## config.mk

```make
export PLATFORM = sky130hd
export DESIGN_NAME = pot_scan_seq
export DESIGN_NICKNAME = d
export VERILOG_FILES = /design/src/rtl/eq_pkg.sv /design/src/rtl/pot_scan_seq.sv
export SDC_FILE = /design/constraint.sdc
export NUM_CORES = 1
export LEC_CHECK = 0
export BUFFER_PORTS_ARGS = -buffer_cell sky130_fd_sc_hd__buf_4
export CORE_MARGIN = 5
export CORE_UTILIZATION = 30
export DETAILED_ROUTE_END_ITERATION = 16
export PLACE_DENSITY_LB_ADDON = 0.08
export SYNTH_ARGS = -nofsm -noshare
export SYNTH_HDL_FRONTEND = slang
export SYNTH_SLANG_ARGS = --single-unit
```

## constraint.sdc

```tcl
create_clock -name clk -period 2.8 [get_ports clk]
set_clock_uncertainty 0.05 [all_clocks]
set_input_delay 0.42 -clock clk [delete_from_list [all_inputs] [get_ports clk]]
set_output_delay 0.42 -clock clk [all_outputs]
set_load 0.1 [all_outputs]
```

## src/rtl/eq_pkg.sv

```systemverilog
// Shared types and constants for the
// equalizer pot scanner.
package eq_pkg;

  typedef enum logic [1:0] {
    GAP,
    REQ,
    BUSY
  } pot_state_t;

  localparam int NUM_POTS = 6;

  // ADC channel per slot: LP,B1,B2,B3,HP,VOL
  localparam logic [2:0] POT_CH [0:5] = '{
    3'd1, 3'd0, 3'd4, 3'd2, 3'd3, 3'd7
  };

  function automatic logic [2:0] next_slot(
    input logic [2:0] s
  );
    if (s == 3'(NUM_POTS - 1))
      return 3'd0;
    return s + 3'd1;
  endfunction

  function automatic logic [2:0] slot_ch(
    input logic [2:0] s
  );
    logic [2:0] ch;
    ch = POT_CH[0];
    for (int i = 0; i < NUM_POTS; i++)
      if (s == 3'(i))
        ch = POT_CH[i];
    return ch;
  endfunction

endpackage

```

## src/rtl/pot_scan_seq.sv

```systemverilog
// Round-robin A2D scheduler for the six
// slide pots, with stall detection.
module pot_scan_seq
  import eq_pkg::*;
#(
  parameter int GAP_CYC = 1024,
  parameter int TMO_CYC = 4096
) (
  input  logic        clk,
  input  logic        rst_n,
  output logic        strt_cnv,
  output logic [2:0]  chnnl,
  input  logic        cnv_cmplt,
  input  logic [11:0] res,
  output logic [11:0] POT_LP,
  output logic [11:0] POT_B1,
  output logic [11:0] POT_B2,
  output logic [11:0] POT_B3,
  output logic [11:0] POT_HP,
  output logic [11:0] VOLUME,
  output logic        all_vld,
  output logic        a2d_err
);

  localparam int GW =
    (GAP_CYC > 1) ? $clog2(GAP_CYC) : 1;
  localparam int TW = $clog2(TMO_CYC);

  localparam logic [GW-1:0] GAP_LAST =
    GW'(GAP_CYC - 1);
  localparam logic [TW-1:0] TMO_LAST =
    TW'(TMO_CYC - 1);

  pot_state_t          state;
  logic [2:0]          slot;
  logic [GW-1:0]       gap_cnt;
  logic [TW-1:0]       tmo_cnt;
  logic [11:0]         pot [NUM_POTS];
  logic [NUM_POTS-1:0] wr_mask;
  logic                done;
  logic                tmo;

  // completion beats the timeout terminal count
  assign done = (state == BUSY) && cnv_cmplt;
  assign tmo  = (state == BUSY) && !cnv_cmplt
             && (tmo_cnt == TMO_LAST);

  assign chnnl   = slot_ch(slot);
  assign all_vld = &wr_mask;

  assign POT_LP = pot[0];
  assign POT_B1 = pot[1];
  assign POT_B2 = pot[2];
  assign POT_B3 = pot[3];
  assign POT_HP = pot[4];
  assign VOLUME = pot[5];

  // sequencer: gap wait, one request, busy wait
  // tmo_cnt counts cycles since strt_cnv, so the
  // REQ cycle itself is counted
  always_ff @(posedge clk or negedge rst_n) begin
    if (!rst_n) begin
      state    <= GAP;
      slot     <= '0;
      gap_cnt  <= '0;
      tmo_cnt  <= '0;
      strt_cnv <= 1'b0;
    end else begin
      strt_cnv <= 1'b0;
      unique case (state)
        GAP: begin
          if (gap_cnt == GAP_LAST) begin
            gap_cnt  <= '0;
            tmo_cnt  <= '0;
            strt_cnv <= 1'b1;
            state    <= REQ;
          end else begin
            gap_cnt <= gap_cnt + 1'b1;
          end
        end
        REQ: begin
          tmo_cnt <= tmo_cnt + 1'b1;
          state   <= BUSY;
        end
        BUSY: begin
          if (done || tmo) begin
            slot  <= next_slot(slot);
            state <= GAP;
          end else begin
            tmo_cnt <= tmo_cnt + 1'b1;
          end
        end
        default: state <= GAP;
      endcase
    end
  end

  // pot bank: capture result into current slot
  always_ff @(posedge clk or negedge rst_n) begin
    if (!rst_n) begin
      for (int i = 0; i < NUM_POTS; i++)
        pot[i] <= '0;
    end else if (done) begin
      for (int i = 0; i < NUM_POTS; i++)
        if (slot == 3'(i))
          pot[i] <= res;
    end
  end

  // written bits and sticky stall flag
  always_ff @(posedge clk or negedge rst_n) begin
    if (!rst_n) begin
      wr_mask <= '0;
      a2d_err <= 1'b0;
    end else begin
      if (done) begin
        for (int i = 0; i < NUM_POTS; i++)
          if (slot == 3'(i))
            wr_mask[i] <= 1'b1;
      end
      if (tmo)
        a2d_err <= 1'b1;
    end
  end

endmodule

```

**Word-level counts from Yosys, hierarchy flattened**

Index checks and enable logic that the tools add are counted.

- Bits in registers: 107
- Output and inout bits: 78
- Logic and storage cells: 70

- $add $sub $neg: 3
- Equal/unequal tests: 12
- Multiplexer cells: 19
- Reductions and logical operators: 18

Operator list:

| cell | number |
|---|---|
| $pmux W12 S3 | 1 |
| $mux W12 | 2 |
| $mux W3 | 6 |
| $reduce_and A2 Y1 | 8 |
| $add A12 B1 Y12 const B | 1 |
| $eq A12 B12 Y1 const B | 1 |
| $add A10 B1 Y10 const B | 1 |
| $eq A10 B10 Y1 const B | 1 |
| $mux W10 | 1 |
| $eq A3 B2 Y1 const B | 2 |
| $eq A3 B3 Y1 const B | 2 |
| $mux W1 | 6 |
| $pmux W2 S3 | 1 |
| $reduce_and A6 Y1 | 1 |
| $mux W2 | 2 |
| $ne A2 B2 Y1 const B | 2 |
| $add A3 B1 Y3 const B | 1 |
| $eq A3 B1 Y1 const B | 1 |
| $logic_and A1 B1 Y1 | 3 |
| $logic_not A3 Y1 | 1 |
| $reduce_and A3 Y1 | 1 |
| $reduce_bool A3 Y1 | 1 |
| $eq A2 B1 Y1 const B | 1 |
| $eq A2 B2 Y1 const B | 1 |
| other kinds (4) | 4 |

**Logic depth before layout (Yosys ltp)**

Gate-level depths: netlist (run 1).

- Depth after elaboration: 7
- Depth in mapped cells: 8

**Worst setup path before layout (run 1)**

Ideal clock, no wire load.

- Path kind: register to output
- Start: register slot[1]
- End: output port chnnl[0]
- Data arrival time: 2714 ps
- Setup slack: -384 ps
- Stages on the path, launching flop included: 3
- Path buffers: 1
- Path through: dfrtp_1 -> buf_2 -> o21ai_0

- Word-level cells in the longest chain between the ends: 6

RTL lines:

| what | line | source |
|---|---|---|
| from (decl) | pot_scan_seq.sv:35 | `logic [2:0] slot;` |
| from (signal assigned) | pot_scan_seq.sv:87 | `slot <= next_slot(slot);` |
| $eq A3 B1 Y1 | eq_pkg.sv:32 | `if (s == 3'(i))` |
| $mux W1 | eq_pkg.sv:32 |  |
| $mux W3 (3 in series) | eq_pkg.sv:32 |  |
| $mux W3 (*) | eq_pkg.sv:32 |  |
| to (decl) | pot_scan_seq.sv:12 | `output logic [2:0] chnnl,` |

Every way passes the cells marked *; elsewhere a longest branch is shown, timed or not.

**Worst setup path after layout (run 1)**

- Start: register slot[1]
- End: output port chnnl[2]

- Word-level cells in the longest chain between the ends: 5

RTL lines:

| what | line |
|---|---|
| $eq A3 B2 Y1 | eq_pkg.sv:32 |
| $mux W3 (3 in series) | eq_pkg.sv:32 |
| $mux W3 (*) | eq_pkg.sv:32 |

Marked as above.

==> flow_summary_export.csv, run 1 <==
group,metric,value,unit
outcome,status,"complete, no violations",
yosys,synthCells,342,
critical_path,cp.buffers_inverters,1,
clock_network,path_clk_slew,70,ps
cells_and_area,drive_gt1_share,45.5,%
critical_path,r2r_slack,410,ps
detailed_routing,drc,0,
cells_and_area,areaGrowthSynthToFinish,26.6,%
critical_path,slowest_stage,"dfrtp_1",
sta,worst_pin_slew,820,ps
yosys,async_flop_share,100,%
cells_and_area,final_util,38.4,%
sta,hold_viol,0,
power,power_frac_clock,42.7,%
detailed_routing,drt-total-wl,11200,um
critical_path,required,2330,ps
yosys,synth-seq-cells,107,
yosys,ys_types,51,
yosys,synth_area,0.00458,mm2
die,coreArea,0.0151,mm2
sta,finalCritPeriodShare,85.5,%
clock_network,clock_sinks,107,
detailed_routing,wl_per_cell,17.6,um
critical_path,path_delay_family,"flip-flops",
power,combinationalPowerShare,2.3,%
clock_network,cts_root_buf,"clkbuf_16",
detailed_routing,vias,3035,
grt,first_global_vias,3266,
sta,period_minus_slack,2390,ps
placed_design,gp_congestion,0.756,
power,leakagePower,2.92,nW
yosys,synth_nets,364,
critical_path,path_class,"register to output pin",
clock_network,cts_post_setup_buffers_inserted,0,
yosys,seq_area_frac_synth,58.4,%
power,seqPwrFrac,55.0,%
detailed_routing,drtPass1Iterations,4,
placed_design,dp_hpwl,7670,um
power,vdd_ir_drop_max,0.000345,V
power,power.switching,0.630,mW
sta,slew_viol_final,0,
critical_path,endpoint_kind,"output pin",
yosys,synth_edf_count,0,
detailed_routing,post_drt_via_cell_ratio,4.77,
cells_and_area,n_antenna_cell,0,
power,p_sw_share,22.5,%
placed_design,portBuffers,92,
sta,finalSetupViolations,0,
clock_network,post_cts_resized,0,
yosys,synth_area_per_cell,13.4,um2
die,io_pins,93,
die,dieArea,0.0178,mm2
clock_network,cts_tree,"yes",
power,p_int,2.18,mW
clock_network,cts_max_level,3,
job,drv_cap,0,
cells_and_area,final_nets,465,
clock_network,cts_hold_buffers,0,
clock_network,cts_buffer_depth,2,
critical_path,critPathLaunchType,"register",
grt,grt_pass1_wl,18500,um
detailed_routing,ant_nets,0,
die,die_width,134,um
die,start_util,30.4,%
critical_path,crit_chain,"and2_1 > ha_1 > o22ai_1 > buf_4",
critical_path,cpPeakStageDelay,550,ps
sta,grt_setup_unrepaired,"no",
power,pwr_density_cell,484,mW/mm2
sta,clock.fmax,418,MHz
critical_path,arrival,1920,ps
critical_path,cp_max_fo,13,
hold_path,holdCritPathClass,"input port to async pin",
die,die_h,134,um
yosys,synthFlopType,"dfrtp_1",
yosys,ys_warn_count,0,
grt,grt_max_degree,62,
grt,grt_use_total,13.4,%
detailed_routing,initialDrtViolationCount,132,
clock_network,cts_inserted_buffers,9,
grt,antenna_found_initial,0,
die,rows,45,
power,power,2.81,mW
grt,grt-ovfl-total,0,
sta,relSlewSlack,45.4,%
clock_network,worstSkewPairLatency,340,ps
==> logic make-up (layout without fill, tap and decap cells) <==
kind of cell | after synthesis | count (layout) | synth area share [%]
and+or+nand+nor | 77 | 77 | 9.80
xor gates and xnor gates | 8 | 8 | 1.53
adders and majority gates | 7 | 7 | 1.91
muxes | 76 | 76 | 18.6
DFF | 107 | 107 | 58.4
AOI/OAI and AO/OA | 44 | 44 | 7.32
buffers and inverters | 23 | 129 | 2.38
==> worst paths after layout <==
| kind | startpoint | endpoint | cells past startpoint |
|---|---|---|---|
| max | slot[1]$_DFFE_PN0P_ | chnnl[2] | 4 |
| min reg2reg | wr_mask[0]$_DFFE_PN0P_ | wr_mask[0]$_DFFE_PN0P_ | 1 |
| min in group clk | res[10] | POT_B2[10]$_DFFE_PN0P_ | 2 |
| min | rst_n | strt_cnv$_DFF_PN0_ | 1 |
| max reg2reg | state[0]$_DFFE_PN0P_ | tmo_cnt[9]$_DFFE_PN0P_ | 6 |
| max in group asynchronous | rst_n | POT_B1[9]$_DFFE_PN0P_ | 2 |
==> routing by layer <==
| layer | up-vias | GRT usage [%] | routed length (um) |
|---|---|---|---|
| met2 | 60 | 21.1 | 5390 |
| met3 | 6 | 4.42 | 579 |
| met1 | 1533 | 17.5 | 5140 |
| met5 | - | 0 | 0 |
| met4 | 0 | 4.29 | 112 |
| li1 | 1436 | - | - |
==> stage by stage <==
step                cell area, um2  TNS (ps)  std cells  hold slack [ps]  setup WS, ps
CTS                           5800         0        636              150           395
global route                  5800         0        636              187           161
finish                        5800         0        636              107           406
detailed placement            5530         0        620              402           397
global placement              5530         0        620              401           484
floorplan                     4580      -862        342             74.4          -384
==> cell usage in the layout, fill, tap and decap left out, drive strengths merged, types with 3 or more instances in the layout <==
master	Yosys	layout
dfrtp	107	107
buf	12	104
mux2	74	74
nand2	21	21
nor2	14	14
o31ai	13	13
clkbuf	2	12
inv	9	11
o21ai	10	10
nand3	10	10
nand4	9	9
xnor2	7	7
ha	7	7
o41ai	4	4
and2	3	3
a21oi	3	3
nand2b	3	3
or2	3	3
==> synthesized netlist by cell type, types with 3 or more instances <==
library cell / instances / area (um2)
o31ai_1: 13 / 97.6
inv_1: 9 / 33.8
nand2b_1: 3 / 18.8
mux2_2: 73 / 822
xnor2_1: 7 / 61.3
or2_2: 3 / 18.8
a21oi_1: 3 / 15.0
dfrtp_1: 107 / 2680
and2_1: 3 / 18.8
nand4_1: 8 / 50.1
o41ai_1: 3 / 26.3
o21ai_0: 10 / 50.1
buf_2: 9 / 45.0
nand3_1: 8 / 40.0
ha_1: 7 / 87.6
nand2_1: 20 / 75.1
nor2_1: 14 / 52.6
==> registers in the layout (all words and copies together) (netlist names) <==
register,flops
POT_B1,12
POT_B2,12
POT_B3,12
POT_HP,12
POT_LP,12
VOLUME,12
a2d_err,1
gap_cnt,10
slot,3
state,2
strt_cnv,1
tmo_cnt,12
wr_mask,6
==> power by group through the flow <==
stage               logic, mW  clock network [mW]  registers (mW)
global placement       0.0682                   0            1.57
global route           0.0763                1.31            1.54
detailed placement     0.0692                   0            1.57
finish                 0.0644                1.20            1.54
CTS                    0.0694                1.25            1.54
floorplan             0.00121                   0            1.57
==> worst reg2reg max path: stages, from the launching register on <==
cell and delay, ps:
dfrtp_1 380, inv_1 80, ha_1 320, nand2_2 220, o41a_1 530, nand3_2 320, o41ai_1 380
==> final cells by class <==
cell class / instances / area, um2
Tap cell: 188 / 235
Multi-Input combinational cell: 212 / 1800
Timing Repair Buffer: 104 / 781
Inverter: 9 / 33.8
Fill cell: 1513 / 9290
Clock inverter: 4 / 33.8
Sequential cell: 107 / 2680
Clock buffer: 12 / 236
No activity file was read; power rests on OpenSTA's default activity.
==> run 2, diff against run 1 <==
--- a/config.mk
+++ b/config.mk
@@ -8,6 +8,7 @@
 export BUFFER_PORTS_ARGS = -buffer_cell sky130_fd_sc_hd__buf_4
 export CORE_MARGIN = 5
 export CORE_UTILIZATION = 30
+export CTS_BUF_LIST = sky130_fd_sc_hd__clkbuf_8
 export DETAILED_ROUTE_END_ITERATION = 16
 export PLACE_DENSITY_LB_ADDON = 0.08
 export SYNTH_ARGS = -nofsm -noshare
==> flow_summary_export.csv, run 2 (synthesized netlist as in run 1, its figures left out) <==
group,metric,value,unit
detailed_routing,vias,3042,
grt,grt_use_total,13.3,%
detailed_routing,initialDrtViolationCount,144,
die,coreArea,0.0151,mm2
clock_network,cts_hold_buffers,0,
clock_network,cts_root_buf,"clkbuf_8",
die,rows,45,
critical_path,cp_max_fo,13,
cells_and_area,fillers,1524,
cells_and_area,layout.cells.most_common_list,"dfrtp_1, buf_4, mux2_2",
power,pwr_density_cell,434,mW/mm2
detailed_routing,wl_per_cell,17.6,um
die,die_width,134,um
clock_network,path_clk_slew,90,ps
grt,grt-ovfl-total,0,
cells_and_area,final_util,37.8,%
sta,relSlewSlack,45.0,%
critical_path,critPathLaunchType,"register",
die,die_h,134,um
cells_and_area,areaGrowthSynthToFinish,24.4,%
detailed_routing,drtPass1Iterations,4,
critical_path,regToRegEndpoint,"tmo_cnt[9]$_DFFE_PN0P_",
sta,timing.hold.ws,71.5,ps
grt,grt_pass1_wl,18500,um
grt,antenna_found_initial,0,
die,dieArea,0.0178,mm2
cells_and_area,final_cells,636,
clock_network,cts_buffer_depth,2,
sta,grt_setup_unrepaired,"no",
clock_network,post_cts_resized,0,
grt,first_global_vias,3259,
sta,finalSetupViolations,0,
critical_path,endpoint_kind,"output pin",
detailed_routing,post_drt_via_cell_ratio,4.78,
critical_path,path_class,"register to output pin",
hold_path,holdCritPathClass,"input port to async pin",
sta,hold_viol,0,
cells_and_area,final_nets,465,
detailed_routing,drt-total-wl,11200,um
placed_design,dp.cells,620,
sta,finalCritPeriodShare,86.9,%
clock_network,cts_inserted_buffers,9,
power,leakagePower,2.89,nW
cells_and_area,final_common_cell,"dfrtp_1",
die,io_pins,93,
placed_design,placed_area,0.00553,mm2
placed_design,gp_congestion,0.756,
sta,slew_viol_final,0,
placed_design,portBuffers,92,
sta,period_minus_slack,2430,ps
clock_network,cts_tree,"yes",
sta,clock.fmax,411,MHz
job,drv_cap,0,
critical_path,rr_startpoint,"state[0]$_DFFE_PN0P_",
clock_network,cts_post_setup_buffers_inserted,0,
cells_and_area,n_antenna_cell,0,
detailed_routing,ant_nets,0,
detailed_routing,drc,0,
grt,grt_max_degree,62,
die,start_util,30.4,%
sta,worst_pin_slew,825,ps
clock_network,clock_sinks,107,
cells_and_area,fin_area,0.00570,mm2
outcome,status,"complete, no violations",
clock_network,worstSkewPairLatency,370,ps
critical_path,required,2330,ps
clock_network,cts_max_level,3,
placed_design,dp_hpwl,7670,um
critical_path,r2r_slack,400,ps
cells_and_area,drive_gt1_share,45.5,%
critical_path,arrival,1960,ps
critical_path,worstRegToRegCells,6,
power,vdd_ir_drop_max,0.000293,V
==> run 2: cell types whose count changed in the layout (fill, tap and decap cells not counted) <==
cell	previous run	this run
inv_1	9	12
clkbuf_8	0	9
clkbuf_16	9	0
clkbuf_1	3	0
==> run 2: routing by layer <==
layer	up-vias	track usage (%)	routed length [um]
li1	1434	-	-
met1	1547	17.6	5180
met2	53	21.0	5330
met3	8	4.98	582
met4	0	2.91	109
met5	-	0	0
==> run 2: worst max path at each step <==
stage,startpoint,endpoint,slack (ps),cells after the start
floorplan,slot[1]$_DFFE_PN0P_,chnnl[0],-380,2
global placement,state[0]$_DFFE_PN0P_,POT_B1[10]$_DFFE_PN0P_,480,6
detailed placement,state[0]$_DFFE_PN0P_,tmo_cnt[9]$_DFFE_PN0P_,400,6
CTS,slot[1]$_DFFE_PN0P_,chnnl[2],360,4
global route,state[0]$_DFFE_PN0P_,tmo_cnt[9]$_DFFE_PN0P_,150,6
finish,slot[1]$_DFFE_PN0P_,chnnl[2],370,4
==> run 2: report_power, final <==
part	switching (mW)	internal (mW)	total, mW	leakage [nW]
combinational	0.0469	0.0177	0.0646	1.33
sequential	0	1.54	1.54	1.46
clock	0.545	0.323	0.868	0.0940
==> run 2: metrics by stage <==
stage | power [mW] | setup TNS, ps | setup slack (ps)
6_report | 2.48 | 0 | 366
5_1_grt | 2.60 | 0 | 151
4_1_cts | 2.54 | 0 | 359
3_5_place_dp | 1.64 | 0 | 397
3_3_place_gp | 1.64 | 0 | 484
2_1_floorplan | 1.58 | -862 | -384
==> run 2: cell type report <==
type / count / area [um2] / share of cell area (%)
flip-flops and latches: 107 / 2680 / 47.0
multi-input cells: 212 / 1800 / 31.7
repair buffers: 104 / 781 / 13.7
well taps: 188 / 235 / 4.13
clock buffers: 9 / 124 / 2.17
clock inverters: 7 / 45.0 / 0.790
inverters: 9 / 33.8 / 0.593
==> run 2: critical path, stage by stage (launching register included) <==
cell and delay [ps]:
dfrtp_1 560, and2_1 260, ha_1 190, o22ai_1 230, buf_4 350
==> run 3, diff against run 2 <==
--- a/config.mk
+++ b/config.mk
@@ -10,7 +10,7 @@
 export CORE_UTILIZATION = 30
 export CTS_BUF_LIST = sky130_fd_sc_hd__clkbuf_8
 export DETAILED_ROUTE_END_ITERATION = 16
-export PLACE_DENSITY_LB_ADDON = 0.08
+export PLACE_DENSITY = 0.54
 export SYNTH_ARGS = -nofsm -noshare
 export SYNTH_HDL_FRONTEND = slang
 export SYNTH_SLANG_ARGS = --single-unit
==> flow_summary_export.csv, run 3 (synthesized netlist as in run 1, its figures left out) <==
group,metric,value,unit
outcome,status,"complete, no violations",
die,dieArea,0.0178,mm2
detailed_routing,initialDrtViolationCount,92,
power,power.switching,0.567,mW
cells_and_area,layout.cells.most_common_list,"dfrtp_1, buf_4, mux2_2",
grt,grt_max_degree,44,
sta,finalCritPeriodShare,87.2,%
die,start_util,30.4,%
die,io_pins,93,
power,seqPwrFrac,58.7,%
grt,grt-ovfl-total,0,
sta,finalSetupViolations,0,
grt,first_global_vias,3289,
critical_path,r2r_slack,470,ps
clock_network,cts_tree,"yes",
grt,grt_pass1_wl,17900,um
clock_network,cts_inserted_buffers,9,
job,drv_cap,0,
sta,worst_pin_slew,740,ps
cells_and_area,final_common_cell,"dfrtp_1",
clock_network,cts_root_buf,"clkbuf_8",
placed_design,place_ws,460,ps
clock_network,clock_sinks,107,
placed_design,placed_area,0.00554,mm2
critical_path,cp_max_fo,13,
power,p_sw_share,21.6,%
grt,grt_use_total,12.7,%
sta,setup_ws,358,ps
power,p_int,2.06,mW
critical_path,arrival,1970,ps
cells_and_area,areaGrowthSynthToFinish,25.9,%
critical_path,critPathLaunchType,"register",
cells_and_area,final_nets,464,
placed_design,gp_congestion,0.807,
power,pwr_density_cell,456,mW/mm2
critical_path,required,2330,ps
power,combinationalPowerShare,2.5,%
cells_and_area,drive_gt1_share,45.9,%
power,power_frac_clock,38.8,%
power,vdd_ir_drop_max,0.000237,V
sta,period_minus_slack,2440,ps
die,rows,45,
power,power,2.63,mW
placed_design,portBuffers,92,
detailed_routing,post_drt_via_cell_ratio,4.83,
critical_path,endpoint_kind,"output pin",
die,coreArea,0.0151,mm2
die,die_h,134,um
sta,clock.fmax,409,MHz
detailed_routing,drt-total-wl,10900,um
cells_and_area,fin_area,0.00577,mm2
clock_network,cts_buffer_depth,2,
sta,slew_viol_final,0,
placed_design,dp_hpwl,7820,um
sta,relSlewSlack,50.6,%
hold_path,holdCritPathClass,"input port to register",
detailed_routing,ant_nets,0,
sta,hold_viol,0,
power,leakagePower,2.90,nW
clock_network,cts_max_level,3,
cells_and_area,n_antenna_cell,0,
clock_network,cts_post_setup_buffers_inserted,0,
clock_network,worstSkewPairLatency,370,ps
sta,grt_setup_unrepaired,"no",
detailed_routing,drc,0,
detailed_routing,vias,3066,
cells_and_area,fillers,1464,
detailed_routing,drtPass1Iterations,4,
grt,antenna_found_initial,0,
clock_network,path_clk_slew,100,ps
detailed_routing,wl_per_cell,17.2,um
clock_network,post_cts_resized,0,
sta,timing.hold.ws,273,ps
die,die_width,134,um
critical_path,path_class,"register to output pin",
clock_network,cts_hold_buffers,1,
-- run 3: cell types whose count changed in the layout (fill, tap and decap cells not counted), sizes merged --
| cell | previous run | this run |
|---|---|---|
| inv | 14 | 9 |
| buf | 104 | 102 |
| clkinv | 1 | 2 |
| dlygate4sd3 | 0 | 1 |
| bufinv | 0 | 2 |
| clkinvlp | 1 | 3 |
-- run 3: worst max-delay path, cell delays in order, from the launching register on --
cell	delay [ps]
dfrtp_1	570
and2_1	270
ha_1	200
o22ai_1	210
buf_4	350
-- run 3: final cells by class --
cell class	count	area, um2	share of cell area, %
clock inverter	7	92.6	1.61
multi-input combinational	212	1800	31.3
clock buffer	9	124	2.15
sequential	107	2680	46.4
timing repair buffer	103	801	13.9
inverter	9	33.8	0.586
tap	188	235	4.08
-- run 3: per-layer routing --
metal / GRT usage, % / vias to the layer above / share of wire, %
met5: 0 / - / 0
met4: 4.11 / 0 / 1.6
met3: 4.57 / 14 / 6.5
met2: 20.4 / 77 / 48
met1: 16.0 / 1546 / 44
li1: - / 1429 / -
-- run 3: worst paths after layout --
check | endpoint | depth (start not counted) | startpoint
worst min register to register | wr_mask[1]$_DFFE_PN0P_ | 1 | wr_mask[1]$_DFFE_PN0P_
max in group asynchronous | POT_HP[8]$_DFFE_PN0P_ | 3 | rst_n
min in group asynchronous | strt_cnv$_DFF_PN0_ | 2 | rst_n
worst max register to register | tmo_cnt[5]$_DFFE_PN0P_ | 6 | state[0]$_DFFE_PN0P_
worst max-delay path | chnnl[2] | 4 | slot[1]$_DFFE_PN0P_
worst min-delay path | POT_LP[6]$_DFFE_PN0P_ | 2 | res[6]
-- run 3: metrics by stage --
step                      util (%)  setup TNS [ps]  cells
after detailed placement      36.7               0    618
after CTS                     38.2               0    635
final                         38.2               0    635
after global placement        36.7               0    618
after floorplan                  -            -862    342
after global routing          38.2               0    635
-- run 3: power groups by stage --
stage | Clock, mW | Combinational [mW] | Sequential (mW)
after CTS | 1.06 | 0.0698 | 1.54
final | 1.02 | 0.0657 | 1.54
after global placement | 0 | 0.0664 | 1.57
after global routing | 1.13 | 0.0767 | 1.54
after floorplan | 0 | 0.00121 | 1.57
after detailed placement | 0 | 0.0680 | 1.57
